<file path="src/rtl/thermal_sensor_scanner.sv">
// Round-robin sequencer for a shared thermal-sensor ADC with per-sensor calibration and timeout detection.
// Latency: done sampled at T -> calibrated code and valid strobe at T+2. No backpressure: the ADC paces the scan.
`timescale 1ns/1ps

module thermal_sensor_scanner #(
    parameter int NUM_SENSORS    = 8,
    parameter int TIMEOUT_CYCLES = 1024,
    parameter int SEL_W          = $clog2(NUM_SENSORS)
) (
    input  logic                      clk,
    input  logic                      rst_n,
    input  logic                      scan_en_i,
    input  logic [NUM_SENSORS-1:0]    sensor_mask_i,
    input  logic [15:0]               scan_interval_i,
    input  logic [7:0]                settle_cycles_i,
    input  logic [8*NUM_SENSORS-1:0]  cal_offset_i,
    output logic [SEL_W-1:0]          adc_sel_o,
    output logic                      adc_start_o,
    input  logic                      adc_done_i,
    input  logic [11:0]               adc_data_i,
    output logic [12*NUM_SENSORS-1:0] ts_code_o,
    output logic [NUM_SENSORS-1:0]    ts_valid_o,
    output logic [NUM_SENSORS-1:0]    ts_analog_ready_o,
    output logic                      busy_o,
    output logic [15:0]               timeout_events_o
);

    localparam int TO_W = $clog2(TIMEOUT_CYCLES + 1);

    typedef enum logic [1:0] {
        S_IDLE,
        S_SETTLE,
        S_CONVERT,
        S_CAPTURE
    } state_t;

    state_t                           r_state;
    logic [NUM_SENSORS-1:0]           r_mask;
    logic [SEL_W-1:0]                 r_sel;
    logic                             r_start;
    logic [7:0]                       r_settle_cnt;
    logic [TO_W-1:0]                  r_wait_cnt;
    logic [15:0]                      r_interval;
    logic [11:0]                      r_data;
    logic [NUM_SENSORS-1:0][11:0]     r_code;
    logic [NUM_SENSORS-1:0]           r_valid;
    logic [NUM_SENSORS-1:0]           r_ready;
    logic [15:0]                      r_timeouts;

    logic [SEL_W-1:0]                 w_first_idx;
    logic [SEL_W-1:0]                 w_next_idx;
    logic                             w_next_vld;
    logic                             w_continue;
    logic [7:0]                       w_settle_load;
    logic [NUM_SENSORS-1:0][7:0]      w_off_arr;
    logic [7:0]                       w_offset;
    logic signed [13:0]               w_sum;
    logic [11:0]                      w_code;

    // Lowest set bit of the live mask picks the first sensor of a new scan.
    always_comb begin
        w_first_idx = '0;
        for (int i = NUM_SENSORS - 1; i >= 0; i--) begin
            if (sensor_mask_i[i]) begin
                w_first_idx = SEL_W'(i);
            end
        end
    end

    // Next sensor is the lowest latched bit strictly above the current one.
    always_comb begin
        w_next_idx = '0;
        w_next_vld = 1'b0;
        for (int i = NUM_SENSORS - 1; i >= 0; i--) begin
            if (r_mask[i] && (i > int'(r_sel))) begin
                w_next_idx = SEL_W'(i);
                w_next_vld = 1'b1;
            end
        end
    end

    assign w_continue    = scan_en_i && w_next_vld;
    assign w_settle_load = (settle_cycles_i == 8'd0) ? 8'd0 : settle_cycles_i - 8'd1;

    // Offset is signed; the 14-bit sum cannot overflow for a 12-bit code plus an 8-bit offset.
    assign w_off_arr = cal_offset_i;
    assign w_offset  = w_off_arr[r_sel];
    assign w_sum     = $signed({2'b00, r_data}) + $signed({{6{w_offset[7]}}, w_offset});

    always_comb begin
        if (w_sum[13]) begin
            w_code = 12'h000;
        end else if (w_sum[12]) begin
            w_code = 12'hFFF;
        end else begin
            w_code = w_sum[11:0];
        end
    end

    always_ff @(posedge clk or negedge rst_n) begin
        if (!rst_n) begin
            r_state      <= S_IDLE;
            r_mask       <= '0;
            r_sel        <= '0;
            r_start      <= 1'b0;
            r_settle_cnt <= '0;
            r_wait_cnt   <= '0;
            r_interval   <= '0;
            r_data       <= '0;
            r_code       <= '0;
            r_valid      <= '0;
            r_ready      <= '0;
            r_timeouts   <= '0;
        end else begin
            r_start <= 1'b0;
            r_valid <= '0;
            case (r_state)
                S_IDLE: begin
                    if (r_interval != 16'd0) begin
                        r_interval <= r_interval - 16'd1;
                    end else if (scan_en_i && (|sensor_mask_i)) begin
                        r_mask       <= sensor_mask_i;
                        r_sel        <= w_first_idx;
                        r_settle_cnt <= w_settle_load;
                        r_state      <= S_SETTLE;
                    end
                end
                S_SETTLE: begin
                    if (r_settle_cnt == 8'd0) begin
                        r_state    <= S_CONVERT;
                        r_start    <= 1'b1;
                        r_wait_cnt <= '0;
                    end else begin
                        r_settle_cnt <= r_settle_cnt - 8'd1;
                    end
                end
                S_CONVERT: begin
                    r_wait_cnt <= r_wait_cnt + 1'b1;
                    // A done coinciding with the start pulse belongs to a previous conversion.
                    if (!r_start && adc_done_i) begin
                        r_data  <= adc_data_i;
                        r_state <= S_CAPTURE;
                    end else if (r_wait_cnt == TO_W'(TIMEOUT_CYCLES)) begin
                        r_ready[r_sel] <= 1'b0;
                        if (r_timeouts != 16'hFFFF) begin
                            r_timeouts <= r_timeouts + 16'd1;
                        end
                        if (w_continue) begin
                            r_sel        <= w_next_idx;
                            r_settle_cnt <= w_settle_load;
                            r_state      <= S_SETTLE;
                        end else begin
                            r_interval <= scan_interval_i;
                            r_state    <= S_IDLE;
                        end
                    end
                end
                S_CAPTURE: begin
                    r_code[r_sel]  <= w_code;
                    r_valid[r_sel] <= 1'b1;
                    r_ready[r_sel] <= 1'b1;
                    if (w_continue) begin
                        r_sel        <= w_next_idx;
                        r_settle_cnt <= w_settle_load;
                        r_state      <= S_SETTLE;
                    end else begin
                        r_interval <= scan_interval_i;
                        r_state    <= S_IDLE;
                    end
                end
                default: begin
                    r_state <= S_IDLE;
                end
            endcase
        end
    end

    assign adc_sel_o         = r_sel;
    assign adc_start_o       = r_start;
    assign ts_code_o         = r_code;
    assign ts_valid_o        = r_valid;
    assign ts_analog_ready_o = r_ready;
    assign busy_o            = (r_state != S_IDLE);
    assign timeout_events_o  = r_timeouts;

endmodule

</file>
<file path="config.mk">
export PLATFORM = sky130hd
export DESIGN_NAME = thermal_sensor_scanner
export DESIGN_NICKNAME = d
export VERILOG_FILES = /design/src/rtl/thermal_sensor_scanner.sv
export SDC_FILE = /design/constraint.sdc
export NUM_CORES = 1
export LEC_CHECK = 0
export ABC_AREA = 1
export CORE_UTILIZATION = 50
export DETAILED_ROUTE_END_ITERATION = 7
export PLACE_DENSITY = 0.8
export REMOVE_ABC_BUFFERS = 1
export SYNTH_ARGS = -nofsm -noshare
export SYNTH_HDL_FRONTEND = slang
export SYNTH_SLANG_ARGS = --single-unit
</file>
<file path="constraint.sdc">
create_clock -name clk -period 3.7 [get_ports clk]
set_clock_uncertainty 0.2 [all_clocks]
set_input_delay 0.74 -clock clk [delete_from_list [all_inputs] [get_ports clk]]
set_output_delay 0.74 -clock clk [all_outputs]
set_load 0.02 [all_outputs]
</file>
# == Yosys cells after proc, flatten, opt, wreduce, memory -nomap -nowiden ==
# Index checks and enable logic that the tools add are counted.
# totals
reg_bits,189
input_bits,112
output_inout_bits,133
elab_cells,147
# classes
addsub,6
n_lt_le_gt_ge,9
eq_ne,13
muxes,65
bitwise,5
reduce_logical,30
# ops
operator,count
bitwise mux 96 bit,1
two-way mux 8 bit,11
two-way mux 16 bit,4
two-way mux 3 bit,20
one-hot mux 16 bit (3 select lines),1
demux 12 bit (select 3 bit),1
two-way mux 12 bit,3
one-hot mux 8 bit (4 select lines),1
binary-select mux 8 bit (select 3 bit),1
one-hot mux 11 bit (2 select lines),1
"adder 16 x 1 -> 16 bit, second input constant",1
logical NOT 8 bit,2
"!= test 16 bit, second input constant",1
one-hot mux 8 bit (2 select lines),1
nonzero test 16 bit,1
"subtractor 16 x 1 -> 16 bit, second input constant",1
"subtractor 8 x 1 -> 8 bit, second input constant",2
adder 13 x 8 -> 14 bit,1
"!= test 2 bit, second input constant",7
"greater-than comparator 3 bit, first input constant",4
AND reduction 4 bit,3
"adder 11 x 1 -> 11 bit, second input constant",1
"equality test 11 bit, second input constant",1
logical AND 1 bit,11
other kinds (25),47

# == Longest topological paths before layout ==
# Gate-level depths: netlist of the first run.
# logic_depth
ltp_word,14
mapped_depth,23
depth_no_buf,21

# == Worst setup path before layout of the first run ==
# OpenSTA, ideal clock, no wires.
# synth_timing
path_type,reg-to-reg
from,register r_sel[1] (netlist: adc_sel_o[1])
to,register r_code (netlist bit ts_code_o[27])
setup_ps,118
arrival_time_ps,2834
t_required_ps,3382
path_slack_ps,548
path_stages_with_launch,21
path_buffers,2
period_less_slack_ps,3152
path_cell_list,dfrtp_1 > buf_6 > nor2_1 > nand2_1 > inv_1 > a22o_1 > nor2_1 > nand4_1 > ha_1 > fa_1 > nand3_1 > nand2_1 > inv_1 > nor2_1 > nor2_1 > nand2_1 > nand2_2 > buf_8 > nand2_4 > nand3_1 > nand2_1
# synth_via
elab_chain_cells,6
elab_cells_between_ends,11
cone_classes,add/sub: 1; order compare: 2; mux: 7; reduce/logical: 1
# synth_rtl
item,line_no,rtl
start: declaration,39,logic [SEL_W-1:0] r_sel;
start signal: assignment,123,r_sel <= w_first_idx;
start signal: assignment,149,r_sel <= w_next_idx;
start signal: assignment,163,r_sel <= w_next_idx;
binary-select mux 8 bit (select 3 bit),87,assign w_offset = w_off_arr[r_sel];
two-way mux 8 bit (not written as such),87,
adder 13 x 8 -> 14 bit,88,"assign w_sum = $signed({2'b00, r_data}) + $signed({{6{w_offset[7]}}, w_offset});"
two-way mux 12 bit,93,end else if (w_sum[12]) begin
two-way mux 12 bit,91,if (w_sum[13]) begin
bitwise mux 96 bit *,159,r_code[r_sel] <= w_code;
end signal: indexed assignment,159,
end: declaration,45,logic [NUM_SENSORS-1:0][11:0] r_code;
# Every way passes the cells marked *; elsewhere a longest branch is shown, timed or not. The select of a mux whose other input is x is not followed.
# A chain may end at the register's enable or synchronous reset.

# == Final worst setup path of the first run ==
# layout_timing
from,register r_sel[0] (netlist: adc_sel_o[0])
to,register r_code (netlist bit ts_code_o[52])
# The elaborated chain is that of the path after synthesis.

==> results of run 1 <==
worst paths after layout:
check	slack (ns)	end	cells after the start	from
min in group clk	0.28	ts_code_o[83]	2	ts_code_o[83]
setup reg to reg	0.21	ts_code_o[52]	20	adc_sel_o[0]
hold reg to reg	0.28	ts_code_o[83]	2	ts_code_o[83]
max in group asynchronous	2.39	adc_sel_o[0]	2	rst_n
hold / removal	0.10	ts_valid_o[4]	1	rst_n
setup / recovery	0.21	ts_code_o[52]	20	adc_sel_o[0]
cells by family after synthesis:
logic type      synth area share [%]
flops                           44.3
fa+ha+maj                       3.02
xor+xnor                        2.39
buf+inv                         6.72
simple gates                    37.5
compound gates                  6.08
state kept, by name, indices dropped and copies added (netlist names), named ones only:
register / count
adc_sel_o: 3
adc_start_o: 1
r_data: 12
r_interval: 16
r_mask: 7
r_settle_cnt: 8
r_state: 2
r_wait_cnt: 11
timeout_events_o: 16
ts_code_o: 96
ts_valid_o: 8
worst reg2reg max path, stage by stage (launching register included):
cell	delay [ns]
dfrtp_2	0.43
buf_2	0.17
nand3_4	0.12
clkinvlp_4	0.20
buf_4	0.20
a22o_1	0.20
nor2_1	0.09
nand4_1	0.09
ha_1	0.23
fa_1	0.40
nand3_1	0.10
nand2_2	0.10
inv_1	0.06
nor2_1	0.04
nor2_1	0.09
nand2_1	0.07
nand2_2	0.13
buf_12	0.16
nand2_4	0.11
nand3_1	0.13
nand2_1	0.08
layout make-up:
type	count	area, um2
fill	1662	6250
tap	270	338
sequential	188	4710
timing repair buffer	297	2910
inverter	118	447
multi-input combinational	1085	5220
clock buffer	17	425
clock inverter	15	194
Yosys cell counts (all sizes together) (4+ instances only):
master | number | area, um2
a21oi | 20 | 104
a221oi | 8 | 70.1
a22o | 4 | 35.0
a22oi | 5 | 37.5
buf | 26 | 188
clkbuf | 22 | 82.6
dfrtp | 188 | 4700
ha | 24 | 300
inv | 116 | 435
nand2 | 571 | 2230
nand3 | 169 | 886
nand4 | 47 | 294
nor2 | 115 | 457
nor3 | 11 | 55.1
o21ai | 57 | 289
o31ai | 10 | 75.1
or2 | 4 | 25.0
xnor2 | 8 | 70.1
xor2 | 21 | 184
stage by stage:
stage | cell area, um2 | util (%) | worst slack [ns] | setup TNS, ns
floorplan | 10300 | - | -0.141 | -13.57
global placement | 13500 | 65.8 | 0.0107 | 0
detailed placement | 13500 | 65.8 | -0.0556 | -1.48
CTS | 14100 | 68.8 | 0.0450 | 0
global route | 14200 | 69.5 | -0.0119 | -0.0119
finish | 14200 | 69.5 | 0.210 | 0
power breakdown:
| part | total [mW] | switching, mW | internal, mW |
|---|---|---|---|
| registers | 3.01 | 0.444 | 2.56 |
| logic | 7.64 | 4.95 | 2.69 |
| clock network | 1.88 | 0.956 | 0.927 |
| total | 12.5 | 6.35 | 6.18 |
cell usage in the layout, fill, tap and decap left out, drive strengths merged:
| cell | count |
|---|---|
| o22ai | 2 |
| nor3 | 11 |
| nand3 | 169 |
| and2 | 1 |
| fa | 1 |
| inv | 121 |
| clkinvlp | 1 |
| xor2 | 21 |
| o211ai | 2 |
| nor4 | 2 |
| or2 | 4 |
| a221oi | 8 |
| o21ai | 57 |
| clkbuf | 19 |
| nor2 | 115 |
| clkdlybuf4s50 | 243 |
| a21boi | 1 |
| a21oi | 20 |
| nand3b | 2 |
| clkinv | 11 |
| a22o | 4 |
| xnor2 | 8 |
| nand4 | 47 |
| dfrtp | 188 |
| buf | 52 |
| ha | 24 |
| nand2 | 571 |
| a22oi | 5 |
| o31ai | 10 |
layer usage:
metal,track usage [%],routed length [um],up-vias
li1,-,-,5199
met1,40.8,13400,5201
met2,52.3,16500,640
met3,6.45,3360,80
met4,9.38,985,2
met5,0,12,-
timing repair:
action | in CTS | in global routing
hold endpoints to repair | 0 | 0
buffers inserted | 0 | 9
setup endpoints to repair | 0 | 96
gates resized for setup | 0 | 9
==> reports/metrics.cfg, run 1 <==
[run_status]
status = completed

[critical_path]
worst_path_most_repeated_cell = nor2_1
cp_slowest_stage_delay_ns = 0.43
critPathCaptureType = flip-flop
cp_top_family = simple AND/OR/NAND/NOR gates
crit_path_start_kind = flip-flop
cp.buffers_inverters = 5
crit_chain = buf_2 -> nand3_4 -> clkinvlp_4 -> buf_4 -> a22o_1 -> nor2_1 -> nand4_1 -> ha_1 -> fa_1 -> nand3_1 -> nand2_2 -> inv_1 -> nor2_1 -> nor2_1 -> nand2_1 -> nand2_2 -> buf_12 -> nand2_4 -> nand3_1 -> nand2_1
cp.arrival_ns = 3.61
slowest_stage = dfrtp_2
crit_type = reg2reg
cp_max_fo = 8
critical_path_required_ns = 3.82

[routing]
vias = 11100
drc = 0
wl_um = 34200
drtPass1Iterations = 7
first_iter_violations = 1049
viasPerCell = 5.59
ant_nets = 0
wl_per_cell_um = 17.2

[clock_network]
htree_levels = 4
clk_path_buf_depth = 2
cts_hold_buf = 0
clock_sinks = 188
cts_root_buffer = clkbuf_16
clk-insertion-delay-late_ns = 0.44
path_clk_slew_ns = 0.08
cts_tree = yes
cts_buffers = 17

[floorplanning]
pin_count = 245
die_x_um = 148
std_cell_rows = 52
initial_core_util_pct = 51.8
fp.dieH_um = 148
die_area_um2 = 21800
core_area_um2 = 20500

[pwr]
p_leak_nw = 6.91
power.total_mw = 12.5
power_density_nw_per_um2 = 880
irDropWorstVdd_mv = 0.800

[grt]
grt_max_degree = 66
grtUsageTotal_pct = 31.2
grt_pass1_vias = 10200
grt_first_pass_wirelength_um = 53400
grt.overflow.total = 0
antenna_found_initial = 1

[placed_design]
place.port_buffers = 244
hpwl_um = 25000
globalplace.congestion = 0.959
placed_cells = 1947

[logic_synthesis]
synth_enable_flop_cells = 0
synth_ff_type = dfrtp_1
synth_area_um2 = 10600
synthArstFlopShare_pct = 100
syn-mean-instance-area_um2 = 7.38
ys.warnings.count = 0
synth_seq_cells = 188
yosysSeqAreaShare_pct = 44.3
ys_types = 40
postSynthCellCount = 1439

[layout]
final_cells = 1990
drive_gt1_share_pct = 7.38
fin_nets = 1844
antenna_cells = 0
layout-area-overhead-vs-synth_pct = 34.2

[sta]
min_period_ns = 3.49
relSlewSlack_pct = 40.4
fmax_ghz = 0.287
fin_crit_sh_pct = 94.3
worstMarginPinSlew_ns = 0.891
setup_viol = 0
drv_slew = 0
worst_hold_slack_ns = 0.101
finalHoldViolCount = 0

[worst_hold_path]
hold_path_class = in2async

[flow_run]
max-cap-violations = 0

Note: power is estimated with default switching activity, not from simulation.
==> inputs of run 2 (changes only) <==
- clock period: 3.7 -> 3.44 ns (I/O delays scaled with it)
==> reports/metrics.cfg, run 2 (synthesis gave the netlist of run 1 again) <==
[critical_path]
crit_type = reg2reg
critPathCaptureType = flip-flop
crit_chain = buf_6 -> nand3_4 -> clkinvlp_4 -> buf_4 -> a22oi_1 -> o211ai_1 -> ha_1 -> nand2_1 -> nor2_2 -> nand2_1 -> nand3_2 -> nand2_1 -> nand3_1 -> nand2_1 -> nand2_4 -> clkbuf_16 -> nand3_1 -> nand2_1
cp.arrival_ns = 3.58
cp_slowest_stage_delay_ns = 0.43
slowest_stage = dfrtp_2
cp_max_fo = 8
worst_path_most_repeated_cell = nand2_1
crit_path_start_kind = flip-flop
critical_path_required_ns = 3.62

[sta]
min_period_ns = 3.40
worstMarginPinSlew_ns = 1.03
finalWorstSetupSlack_ns = 0.0447
finalHoldViolCount = 0
fmax_ghz = 0.295
fin_crit_sh_pct = 98.7
drv_slew = 0
relSlewSlack_pct = 31.0
setup_viol = 0

[layout]
layout-area-overhead-vs-synth_pct = 40.5
finish.utilization_pct = 72.8
final_common_cell = nand2_1
largest_reg_flops = 96
final_cell_mix = nand2_1, clkdlybuf4s50_1, dfrtp_1
final_cell_area_um2 = 14900
antenna_cells = 0
drive_gt1_share_pct = 11.4
fin_nets = 1881
final_cells = 2027

[clock_network]
cts_buffers = 17
htree_levels = 4
clk_path_buf_depth = 2
cts_hold_buf = 0
clk-insertion-delay-late_ns = 0.46
path_clk_slew_ns = 0.08
cts_tree = yes
cts_root_buffer = clkbuf_16
clock_sinks = 188

[routing]
wl_per_cell_um = 17.8
viasPerCell = 5.57
ant_nets = 0
drtPass1Iterations = 7
first_iter_violations = 979
vias = 11300
wl_um = 36100
drc = 0

[pwr]
irDropWorstVdd_mv = 0.886
p_leak_nw = 7.12
power_density_nw_per_um2 = 1020

[floorplanning]
pin_count = 245
die_x_um = 148
core_area_um2 = 20500
initial_core_util_pct = 51.8
fp.dieH_um = 148
die_area_um2 = 21800
std_cell_rows = 52

[grt]
grt.overflow.total = 0
grt_first_pass_wirelength_um = 53700
grtUsageTotal_pct = 31.5
grt_pass1_vias = 10300
antenna_found_initial = 0
grt_max_degree = 74

[placed_design]
dp_slack_ns = -0.200
globalplace.congestion = 0.926
place.port_buffers = 244
placed_cells = 1981
place_area_um2 = 13800
hpwl_um = 24900

[flow_run]
max-cap-violations = 0

[run_status]
status = completed

[worst_hold_path]
hold_path_class = in2async

-- run 2: path summary, 6_finish.rpt --
| check | from | to | depth (start not counted) | slack (ns) |
|---|---|---|---|---|
| max | adc_sel_o[1] | ts_code_o[27] | 18 | 0.04 |
| min | rst_n | ts_code_o[44] | 1 | 0.03 |
| min reg2reg | r_settle_cnt[5] | r_settle_cnt[5] | 2 | 0.28 |
| max reg2reg | adc_sel_o[1] | ts_code_o[27] | 18 | 0.04 |
| max in group asynchronous | rst_n | async pin | 2 | 2.17 |
| min in group clk | r_settle_cnt[5] | r_settle_cnt[5] | 2 | 0.28 |
-- run 2: repair_timing --
| action | in CTS | in global routing |
|---|---|---|
| buffers inserted | 0 | 8 |
| cloned | 0 | 6 |
| pin swaps | 0 | 14 |
| endpoints found under the setup margin | 4 | 96 |
| resized for setup | 1 | 62 |
-- run 2: cell type report --
cell class                 instances  area (um2)
tap                              270         338
multi-input combinational       1085        5460
clock buffer                      17         425
inverter                         118         460
sequential                       188        4710
clock inverter                    15         198
fill                            1538        5580
timing repair buffer             334        3330
-- run 2: worst max-delay path, delay by kind of cell, from the launching register on --
kind / cells / cell delay (ns)
AND/OR/NAND/NOR: 11 / 1.13
AO/OA/AOI/OAI: 2 / 0.41
flip-flops: 1 / 0.43
adder cells (fa/ha/maj): 1 / 0.38
buffers and inverters: 4 / 0.76
-- run 2: layer usage --
metal	GRT usage, %	part of all wire, %
met1	40.9	38
met2	52.6	48
met3	5.43	9.2
met4	12.5	4.3
met5	0	0
-- run 2: report_power, final --
group	internal (mW)	switching (mW)
registers	2.76	0.491
clock network	0.992	1.05
logic	3.99	5.95
total	7.74	7.50
-- run 2: stage by stage --
stage / setup TNS [ns] / power, mW / hold WS (ns)
floorplan: -38.53 / 7.85 / 0.192
global route: -3.91 / 16.0 / 0.0749
CTS: 0 / 13.7 / 0.0611
detailed placement: -13.35 / 11.7 / 0.264
global placement: -11.36 / 11.5 / 0.258
finish: 0 / 15.2 / 0.0294
==> inputs of run 3 (changes only) <==
- CORE_UTILIZATION: 50 -> 51
- CTS_CLUSTER_DIAMETER: default -> 40
- PLACE_DENSITY: 0.8 -> 0.81
==> reports/metrics.cfg, run 3 (synthesis gave the netlist of run 1 again) <==
[run_status]
status = completed

[pwr]
p_leak_nw = 7.16
irDropWorstVdd_mv = 0.904
power_density_nw_per_um2 = 1050

[clock_network]
clock_sinks = 188
cts_buffers = 17
cts_hold_buf = 0
htree_levels = 4
clk_path_buf_depth = 2
clk-insertion-delay-late_ns = 0.45
cts_tree = yes
path_clk_slew_ns = 0.08
cts_root_buffer = clkbuf_16

[layout]
register_area_um2 = 4710
fillers = 1524
final_cell_mix = nand2_1, clkdlybuf4s50_1, dfrtp_1
final_common_cell = nand2_1
largest_reg_flops = 96
fin_nets = 1887
layout-area-overhead-vs-synth_pct = 41.6
multi_input_area_um2 = 5510
finish.utilization_pct = 74.1
drive_gt1_share_pct = 12.2

[critical_path]
critical_path_required_ns = 3.58
cp.arrival_ns = 3.57
cp_max_fo = 8
worstReg2RegStart = adc_sel_o[2]
reg2reg_depth = 20
timing.rr.end = ts_code_o[28]
crit_type = reg2reg
critPathCaptureType = flip-flop
crit_path_start_kind = flip-flop
rrSetupSlack_ns = 0.009

[worst_hold_path]
hold_path_class = in2async

[routing]
vias = 11400
wl_met1_um = 13900
drtPass1Iterations = 6
wl_um = 35900
met3_length_um = 3360
viasPerCell = 5.59
wl_met2_um = 17200
wl_per_cell_um = 17.6
first_iter_violations = 991
drc = 0
top_layer = met4
ant_nets = 0

[flow_run]
max-cap-violations = 0

[sta]
finalWorstSetupSlack_ns = 0.00907
fin_tns_setup_ns = 0
fmax_ghz = 0.291
worstMarginPinSlew_ns = 1.06
min_period_ns = 3.43
setup_viol = 0
relSlewSlack_pct = 28.8
fin_crit_sh_pct = 99.7
finalHoldViolCount = 0
drv_slew = 0
grt_setup_unrepaired = true

[floorplanning]
die_area_um2 = 21400
pin_count = 245
die_x_um = 146
initial_core_util_pct = 52.3
fp.dieH_um = 146
core_area_um2 = 20300
std_cell_rows = 52

[grt]
grt_pass1_vias = 10500
grtUsageTotal_pct = 31.8
grt_max_degree = 116
grt_first_pass_wirelength_um = 53700
grt.overflow.total = 0
antenna_found_initial = 1

[placed_design]
globalplace.congestion = 0.916
place.port_buffers = 244
hpwl_um = 24900
dp_slack_ns = -0.277

-- run 3: cell count changes in the layout (fill, tap and decap cells not counted), sizes merged --
cell	previous run	this run
inv	118	123
diode	0	2
clkinv	12	9
buf	86	92
clkinvlp	3	1
-- run 3: what timing repair did --
action,in CTS,in global routing
gates resized for setup,9,63
gates cloned,1,5
buffers inserted,2,11
hold endpoints to repair,0,0
pin swaps,1,21
endpoints found under the setup margin,84,96
-- run 3: worst max-delay path by stage --
| stage | to | depth (start not counted) | slack [ns] | start |
|---|---|---|---|---|
| after global placement | ts_code_o[48] | 17 | -0.24 | cal_offset_i[48] |
| final | ts_code_o[28] | 20 | 0.009 | adc_sel_o[2] |
| after global routing | ts_code_o[29] | 23 | -0.13 | adc_sel_o[2] |
| after detailed placement | ts_code_o[89] | 17 | -0.28 | cal_offset_i[48] |
| after floorplan | ts_code_o[0] | 18 | -0.40 | adc_sel_o[0] |
| after CTS | ts_code_o[43] | 20 | 0.004 | adc_sel_o[2] |
-- run 3: where the power goes --
part | internal, mW | switching (mW) | leakage [nW]
Clock | 1.01 | 1.07 | 0.303
Combinational | 4.16 | 6.23 | 4.76
Sequential | 2.76 | 0.500 | 2.11
-- run 3: layer usage --
metal,global-route usage [%],vias up
met2,51.7,697
met1,41.3,5278
met3,6.47,118
met4,13.5,0
li1,-,5291
met5,0,-
-- run 3: cell type report --
class | count | share of cell area [%]
repair buffers | 340 | 22.6
diodes | 2 | 0.0333
clock inverters | 15 | 1.36
clock buffers | 17 | 2.83
inverters | 118 | 2.99
multi-input cells | 1085 | 36.6
well taps | 270 | 2.25
flip-flops and latches | 188 | 31.3
-- run 3: worst max-delay path, stage by stage, from the launching register on --
cell and delay [ns]:
dfrtp_1 0.45, inv_4 0.08, nand3_4 0.10, clkinvlp_4 0.11, buf_12 0.16, a22o_1 0.22
nor2_2 0.18, nand4_1 0.18, ha_2 0.25, fa_2 0.36, nand3_2 0.09, nand2_4 0.07
inv_2 0.04, nor2_1 0.03, nor2_1 0.09, nand2_1 0.09, nand2_4 0.13, clkbuf_16 0.20
nand2_8 0.10, nand3_1 0.10, nand2_1 0.08
-- run 3: stage by stage --
step / std cells / total power, mW / cell area, um2 / hold slack [ns]
after floorplan: 1391 / 7.85 / 10300 / 0.192
after global placement: 1982 / 11.4 / 13800 / 0.257
after detailed placement: 1982 / 11.6 / 13800 / 0.264
after CTS: 2017 / 13.9 / 14500 / 0.0627
after global routing: 2033 / 16.6 / 15000 / 0.0641
final: 2035 / 15.7 / 15000 / 0.0289
